===== src/rtl/mem_wb_bus_master_pkg.sv =====
// mem_wb_bus_master_pkg: aluop codes, stall levels and FSM states shared by the memory-stage bus master
package mem_wb_bus_master_pkg;
  localparam logic [7:0] EXE_LB_OP  = 8'b1110_0000;
  localparam logic [7:0] EXE_LBU_OP = 8'b1110_0100;
  localparam logic [7:0] EXE_LH_OP  = 8'b1110_0001;
  localparam logic [7:0] EXE_LHU_OP = 8'b1110_0101;
  localparam logic [7:0] EXE_LW_OP  = 8'b1110_0011;
  localparam logic [7:0] EXE_SB_OP  = 8'b1110_1000;
  localparam logic [7:0] EXE_SH_OP  = 8'b1110_1001;
  localparam logic [7:0] EXE_SW_OP  = 8'b1110_1011;
  localparam logic STOP = 1'b1;
  localparam logic NO_STOP = 1'b0;
  localparam logic [31:0] ZERO_WORD = 32'h0;
  typedef enum logic [1:0] {IDLE, BUSY, WAIT} state_t;
endpackage


===== src/rtl/mem_wb_bus_master_lane_align.sv =====
// mem_lane_align: big-endian byte-lane select, store replication and load extract/extend
module mem_lane_align
  import mem_wb_bus_master_pkg::*;
(
  input  logic [7:0]  aluop,
  input  logic [1:0]  off,
  input  logic [31:0] st_data,
  input  logic [31:0] rd_data,
  output logic        is_load,
  output logic        is_store,
  output logic        misalign,
  output logic [3:0]  sel,
  output logic [31:0] wdat,
  output logic [31:0] rdat
);
  logic is_b, is_h, is_w, sx;
  logic [7:0] b;
  logic [15:0] h;
  // Decode access size, then steer lanes: offset 0 is the most significant byte
  always_comb begin
    is_b = aluop inside {EXE_LB_OP, EXE_LBU_OP, EXE_SB_OP};
    is_h = aluop inside {EXE_LH_OP, EXE_LHU_OP, EXE_SH_OP};
    is_w = aluop inside {EXE_LW_OP, EXE_SW_OP};
    is_load = aluop inside {EXE_LB_OP, EXE_LBU_OP, EXE_LH_OP, EXE_LHU_OP, EXE_LW_OP};
    is_store = aluop inside {EXE_SB_OP, EXE_SH_OP, EXE_SW_OP};
    sx = aluop inside {EXE_LB_OP, EXE_LH_OP};
    misalign = (is_h & off[0]) | (is_w & |off);
    sel = is_b ? 4'b1000 >> off : is_h ? (off[1] ? 4'b0011 : 4'b1100) : is_w ? 4'b1111 : 4'b0000;
    wdat = is_b ? {4{st_data[7:0]}} : is_h ? {2{st_data[15:0]}} : st_data;
    b = rd_data[{~off, 3'b000} +: 8];
    h = off[1] ? rd_data[15:0] : rd_data[31:16];
    rdat = is_b ? {{24{sx & b[7]}}, b} : is_h ? {{16{sx & h[15]}}, h} : rd_data;
  end
endmodule


===== src/rtl/mem_wb_bus_master.sv =====
// mem_wb_bus_master: runs one Wishbone-classic cycle per memory-stage load/store and stalls until ack
module mem_wb_bus_master
  import mem_wb_bus_master_pkg::*;
#(
  parameter int TIMEOUT = 16
) (
  input  logic        clk,
  input  logic        rst,
  input  logic [7:0]  mem_aluop_i,
  input  logic [31:0] mem_addr_i,
  input  logic [31:0] mem_reg2_i,
  input  logic [4:0]  mem_wd_i,
  input  logic        mem_wreg_i,
  input  logic [31:0] mem_wdata_i,
  input  logic [5:0]  stall_i,
  input  logic        flush_i,
  output logic        wb_cyc_o,
  output logic        wb_stb_o,
  output logic        wb_we_o,
  output logic [31:0] wb_adr_o,
  output logic [3:0]  wb_sel_o,
  output logic [31:0] wb_dat_o,
  input  logic [31:0] wb_dat_i,
  input  logic        wb_ack_i,
  output logic [4:0]  wd_o,
  output logic        wreg_o,
  output logic [31:0] wdata_o,
  output logic        stallreq_o,
  output logic        misalign_o,
  output logic        buserr_o
);
  state_t state, state_nx;
  logic [7:0] cnt;
  logic [31:0] rd_buf, wdat, rdat;
  logic [3:0] sel;
  logic is_load, is_store, misalign, access, ack, tmo, abort, issue, hold;
  logic unused_stall;
  assign unused_stall = ^{stall_i[5], stall_i[3:0]};
  mem_lane_align u_lane (
    .aluop(mem_aluop_i), .off(mem_addr_i[1:0]), .st_data(mem_reg2_i), .rd_data(wb_dat_i),
    .is_load(is_load), .is_store(is_store), .misalign(misalign), .sel(sel), .wdat(wdat), .rdat(rdat)
  );
  // Next state, stall request and writeback mux; outputs held at zero while in reset
  always_comb begin
    access = (is_load | is_store) & ~misalign;
    hold = stall_i[4] == STOP;
    ack = state == BUSY && wb_ack_i && !flush_i;
    tmo = TIMEOUT != 0 && state == BUSY && !wb_ack_i && !flush_i && cnt == 8'(TIMEOUT - 1);
    abort = state == BUSY && (flush_i || tmo);
    issue = state == IDLE && access && !flush_i;
    state_nx = issue ? BUSY : abort ? IDLE : ack ? (hold ? WAIT : IDLE) :
               (state == WAIT && (!hold || flush_i)) ? IDLE : state;
    stallreq_o = rst & (issue | (state == BUSY & ~wb_ack_i & ~abort));
    misalign_o = rst & misalign;
    buserr_o = rst & tmo;
    wd_o = rst ? mem_wd_i : 5'd0;
    wreg_o = rst & mem_wreg_i & ~misalign & ~abort;
    wdata_o = !rst ? ZERO_WORD : (is_load && state == BUSY) ? rdat :
              (is_load && state == WAIT) ? rd_buf : mem_wdata_i;
  end
  // State, registered bus signals, wait-state counter and load data buffer
  always_ff @(posedge clk or negedge rst) begin
    if (!rst) begin
      state <= IDLE;
      wb_cyc_o <= 1'b0;
      wb_stb_o <= 1'b0;
      wb_we_o <= 1'b0;
      wb_adr_o <= ZERO_WORD;
      wb_sel_o <= 4'b0;
      wb_dat_o <= ZERO_WORD;
      cnt <= 8'd0;
      rd_buf <= ZERO_WORD;
    end else begin
      state <= state_nx;
      if (issue) begin
        wb_cyc_o <= 1'b1;
        wb_stb_o <= 1'b1;
        wb_we_o <= is_store;
        wb_sel_o <= sel;
        wb_adr_o <= {mem_addr_i[31:2], 2'b00};
        wb_dat_o <= wdat;
      end else if (ack || abort) begin
        wb_cyc_o <= 1'b0;
        wb_stb_o <= 1'b0;
      end
      cnt <= (state == BUSY && !wb_ack_i && !abort) ? cnt + 8'd1 : 8'd0;
      if (ack) rd_buf <= rdat;
    end
  end
endmodule


===== config.mk =====
export PLATFORM = sky130hd
export DESIGN_NAME = mem_wb_bus_master
export DESIGN_NICKNAME = d
export VERILOG_FILES = /design/src/rtl/mem_wb_bus_master_pkg.sv /design/src/rtl/mem_wb_bus_master_lane_align.sv /design/src/rtl/mem_wb_bus_master.sv
export SDC_FILE = /design/constraint.sdc
export NUM_CORES = 1
export LEC_CHECK = 0
export ABC_AREA = 1
export BUFFER_PORTS_ARGS = -buffer_cell sky130_fd_sc_hd__buf_4
export CAP_MARGIN = 5
export CORE_UTILIZATION = 54
export CTS_CLUSTER_DIAMETER = 100
export CTS_CLUSTER_SIZE = 40
export DETAILED_ROUTE_END_ITERATION = 16
export PLACE_DENSITY_LB_ADDON = 0.25
export SLEW_MARGIN = 15
export SYNTH_ARGS = -nofsm -noshare
export SYNTH_HDL_FRONTEND = slang
export SYNTH_SLANG_ARGS = --single-unit
export TNS_END_PERCENT = 50

===== constraint.sdc =====
create_clock -name clk -period 5.2 [get_ports clk]
set_input_delay 1.04 -clock clk [delete_from_list [all_inputs] [get_ports clk]]
set_output_delay 1.04 -clock clk [all_outputs]
set_load 0.01 [all_outputs]

Yosys cells after proc, flatten, opt, wreduce, memory -nomap -nowiden
Cells that the tools add are included.
{"block": "word_totals", "register_bits": 110, "word_cells": 92}
{"block": "classes", "add_sub_neg": 1, "n_eq_ne": 11, "shift": 2, "muxes": 21, "n_bitwise": 20, "n_reduce_logical": 29}
{"op": "2-to-1 mux 32 bit", "count": 7}
{"op": "equality test 8 bit (second input constant)", "count": 8}
{"op": "indexed part select 32 x 6 -> 8 bit", "count": 1}
{"op": "2-to-1 mux 16 bit", "count": 1}
{"op": "2-to-1 mux 4 bit", "count": 4}
{"op": "bitwise AND 1 bit", "count": 13}
{"op": "logical AND 1 bit", "count": 12}
{"op": "2-to-1 mux 2 bit", "count": 5}
{"op": "nonzero test 3 bit", "count": 3}
{"op": "adder 8 x 1 -> 8 bit (second input constant)", "count": 1}
{"op": "equality test 8 x 4 -> 1 bit (second input constant)", "count": 1}
{"op": "2-to-1 mux 8 bit", "count": 1}
{"op": "nonzero test 2 bit", "count": 3}
{"op": "2-to-1 mux 5 bit", "count": 1}
{"op": "nonzero test 5 bit", "count": 1}
{"op": "zero test 1 bit", "count": 4}
{"op": "nonzero test 4 bit", "count": 1}
{"op": ">> shifter 4 x 2 -> 4 bit (first input constant)", "count": 1}
{"op": "logical OR 1 bit", "count": 3}
{"op": "inverter 1 bit", "count": 3}
{"op": "bitwise OR 1 bit", "count": 3}
{"op": "equality test 2 x 1 -> 1 bit (second input constant)", "count": 1}
{"op": "equality test 2 bit (second input constant)", "count": 1}
{"op": "zero test 2 bit", "count": 1}
{"op": "other kinds (3)", "count": 4}

Depth between registers and ports, before layout
{"block": "logic_depth", "word_depth": 10, "ltp_mapped": 10}

Hierarchy
From an unflattened synthesis, not the netlist that was laid out.
{"block": "unflattened", "hier_cells": 962, "area_unflattened_um2": 7068.0}
{"module": "mem_wb_bus_master", "n_inst": 1, "cells_each": 588, "area_per_inst_um2": 5410.2, "seq_area_each_um2": 2752.6}
{"module": "mem_lane_align", "n_inst": 1, "cells_each": 374, "area_per_inst_um2": 1657.8, "seq_area_each_um2": 0.0}

Worst setup path after synthesis
Ideal clock, no wire load.
{"block": "synth_path", "path_type": "input to output", "startpoint": "input mem_aluop_i[4]", "endpoint": "output wdata_o[12]", "t_arrival_ps": 2202, "slack_ps": 1958, "cell_stages": 10, "n_path_buf": 3, "path_cell_list": "inv_1 nand2_1 nor2_4 buf_4 nand3_2 buf_2 buf_2 nand3_1 nand2_1 nor2_1"}
{"block": "synth_between", "elab_chain_cells": 6, "word_cells_on_any_way": 19, "cone_classes": "eq/ne: 7; mux: 5; bitwise: 1; reduce/logical: 6"}
{"element": "start, declared", "line_no": "mem_wb_bus_master.sv:9", "text": "input logic [7:0] mem_aluop_i,"}
{"element": "equality test 8 bit (tied with other cells)", "line_no": "mem_wb_bus_master_lane_align.sv:22, mem_wb_bus_master_lane_align.sv:24, mem_wb_bus_master_lane_align.sv:26"}
{"element": "nonzero test 3 bit (tied with other cells)", "line_no": "mem_wb_bus_master_lane_align.sv:22", "text": "is_h = aluop inside {EXE_LH_OP, EXE_LHU_OP, EXE_SH_OP};"}
{"element": "2-to-1 mux 32 bit (tied with other cells)", "line_no": "mem_wb_bus_master_lane_align.sv:32", "text": "rdat = is_b ? {{24{sx & b[7]}}, b} : is_h ? {{16{sx & h[15]}}, h} : rd_data;"}
{"element": "2-to-1 mux 32 bit, on equally long branches", "line_no": "mem_wb_bus_master_lane_align.sv:32, mem_wb_bus_master.sv:59"}
{"element": "2-to-1 mux 32 bit (*) (2 in a row)", "line_no": "mem_wb_bus_master.sv:58", "text": "wdata_o = !rst ? ZERO_WORD : (is_load && state == BUSY) ? rdat :"}
{"element": "end, declared", "line_no": "mem_wb_bus_master.sv:27", "text": "output logic [31:0] wdata_o,"}
Mark *: on every way between the ends. The rest lies on a longest branch, timed or not.

Worst setup path in the final report
{"block": "layout_path", "startpoint": "input mem_aluop_i[4]", "endpoint": "output wdata_o[26]"}
{"block": "layout_between", "elab_chain_cells": 7, "word_cells_on_any_way": 20, "cone_classes": "eq/ne: 7; mux: 5; bitwise: 2; reduce/logical: 6"}
{"element": "equality test 8 bit, on equally long branches"}
{"element": "nonzero test 2 bit", "line_no": "mem_wb_bus_master_lane_align.sv:26", "text": "sx = aluop inside {EXE_LB_OP, EXE_LH_OP};"}
{"element": "bitwise AND 1 bit", "line_no": "mem_wb_bus_master_lane_align.sv:32"}
{"element": "2-to-1 mux 32 bit (2 in a row)", "line_no": "mem_wb_bus_master_lane_align.sv:32"}
{"element": "2-to-1 mux 32 bit (*) (2 in a row)", "line_no": "mem_wb_bus_master.sv:58"}
Marks and branches as above.

==> run metrics <==
number of synthesis warnings 0; Max FO, Critical Path 32; status finished clean; Final Skew about 0.0067 ns; Post-route DRC 0; Std-Cell Rows 40; Synth area leader dfrtp_1; final cell count without fillers 1431; r2r startpoint state[1]; final period utilization between 80% and 90%; adder-cell share of the synthesized area 0.1839%; Pwr Density ~330 mW/mm^2; Cells after Synth between 1000 and 1500; Tightest Pin Transition roughly 1.1 ns; PortBufs 256; Syn Std Cell Area between 0.006 and 0.007 sq mm; Worst EP required between 4 and 5 ns; Hold Vio Cnt, Final 0; max-cap check violation count 0; Power, Total a little under 3 mW; FF-to-FF setup slack approximately 3.4 ns; Worst Hold Slack about 0.48 ns; Setup WS post-layout around 0.59 ns; Die Area approximately 0.013 sq mm; Layout Cell Area excl Fill 0.009029 sq mm; DR pass1 iterations 6; vias post-DR 7905; DRT antenna net count 0; pre-CTS setup slack approximately 0.7 ns; pin count of the biggest net entering global routing ~100; Leakage ~5.2 nW; Yosys top cell area share between 40% and 50%; Critical R2R Capture wb_dat_o[22]; Max Buffers Root-to-Sink 2; htree depth 3; first-pass GRT wire length 35030 microns; post-synthesis sequential area ratio between 40% and 50%; Setup CP Type input pin to output port; layout cells sized above 1 between 20% and 30%; dpl cells around 1400; ranking of synthesized cells by area dfrtp_1 (40%), nand2_1 (26%), nand3_1 (7.0%), nor2_1 (3.9%), o21ai_0 (3.6%); flops & latches, synth 110; CP endpoint kind output port; RePlAce Congestion ~0.96; total track usage roughly a third; Post-synth top cells nand2_1 (473), dfrtp_1 (110), nand3_1 (95), nor2_1 (71), inv_1 (59); ANT cells 0; gr ovfl total 0; final WL about 22000 microns; multiplexer share of the synthesized area 0%; post-layout util 74.24%; R2R cell count 6; main combinational cell family by area after synthesis simple AND/OR/NAND/NOR gates; CP Launch Type input pin; Resize count post-CTS 0; RSZ-0062 raised after global routing no; Final setup viols 0; 1st-iter DRT viols 926; Tmin final ~4.6 ns; Netlist cell types 28; Crit path largest cell delay 0.74 ns; Max VDD drop 0.0001935 V; post-synthesis async set-or-reset flop share 100.0%; clk_lat worst skew around 0.36 ns; via/cell ratio roughly 5.5; max-slew violation count 0; Critical Path, Cell by Cell buf_4 -> inv_1 -> nand2_1 -> nor2_4 -> nand3b_4 -> inv_2 -> nand2_1 -> nand3_1 -> a21oi_1 -> buf_4; # hold bufs at CTS 0; Root Driver clkbuf_16; post-synthesis compound-gate area fraction under 10%; io pins 264; count leader, synth nand2_1; placed cell areas about 0.0087 sq mm; Final nets 1411; Post-synth EDFFs 0; Num CTS Buffers 9; Setup crit end wdata_o[26]; wire per inst approximately 16 microns; CTS tree built; Max transition margin 27.29%; Synth-to-Final Area Change 32.72%; post-synthesis simple-gate area fraction between 40% and 50%; vias in the first global route between 7000 and 8000; core area 0.01216 sq mm; Slowest-stage cell, CP nand2_1; Die Wd about 110 microns; dpl hpwl 15470 microns; Initial Utilization a little under three fifths; Die Height 114.2 microns; Critical path origin mem_aluop_i[4]; initial antenna violation count 0; CTS clk-pin slew, worst paths about 0.070 ns; hold path depth 2; # clock sinks 110; Fin Setup TNS 0 ns; Data arrival, critical path about 3.6 ns; fmax 0.2168 GHz; commonest register cell after synthesis dfrtp_1; Post-CTS Repair Setup Buffers 0; hold crit path type register to register; Post-Syn Area per Cell 6.535 sq um; xor/xnor share of the synthesized area less than 1%
-- cell type report --
type | count | area [sq um]
multi-input combinational | 802 | 3473
sequential | 110 | 2753
timing repair buffer | 270 | 2031
clock buffer | 11 | 252.7
fill | 999 | 3133
tap | 168 | 210.2
clock inverter | 5 | 65.06
inverter | 65 | 244.0
-- critical path: cells and delay by family --
kind            cells  cell delay (ns)
compound gates      1             0.12
buf+inv             4             0.65
simple gates        5             1.75
-- routing by layer --
| layer | GRT usage, % | wire length (microns) |
|---|---|---|
| met5 | 0 | 0 |
| met1 | 43.73 | 8606 |
| met2 | 57.21 | 10950 |
| met4 | 14.29 | 624 |
| met3 | 5.453 | 2046 |
-- cell families after synthesis --
| logic type | Yosys count |
|---|---|
| simple gates | 685 |
| compound gates | 113 |
| xor+xnor | 1 |
| flops | 110 |
| other cells | 1 |
| buf+inv | 130 |
| fa+ha+maj | 1 |
-- layout by cell type, fill, tap and decap left out, drive strengths merged, types with 3 or more instances in the layout --
master    n
nor2     76
nand3    98
dfrtp   110
a31oi     8
clkbuf   11
o22ai     7
nand2   475
nand4    33
inv      67
buf     270
o21ai    62
o211ai    3
a21oi    32
-- power by group --
| group | internal, mW | switching [mW] | total (mW) | leakage, nW |
|---|---|---|---|---|
| sequential | 1.12 | 0.150 | 1.27 | 1.45 |
| clock | 0.407 | 0.339 | 0.745 | 0.156 |
| combinational | 0.433 | 0.497 | 0.930 | 3.63 |
-- state kept, by name, summed over array words and instances, names as in the netlist --
signal	flops
wb_adr_o	30
wb_dat_o	32
wb_we_o	1
cnt	8
rd_buf	32
wb_stb_o	1
state	2
wb_sel_o	4
-- worst min path at each step --
stage | end | slack [ns] | start
final | wb_adr_o[7] | 0.48 | wb_adr_o[7]
after detailed placement | wb_adr_o[29] | 0.46 | wb_adr_o[29]
after CTS | wb_adr_o[29] | 0.48 | wb_adr_o[29]
after floorplan | cnt[0] | 0.43 | cnt[0]
after global placement | wb_adr_o[7] | 0.45 | wb_adr_o[7]
after global routing | wb_adr_o[2] | 0.50 | wb_adr_o[2]
Note: power is estimated with default switching activity, not from simulation.
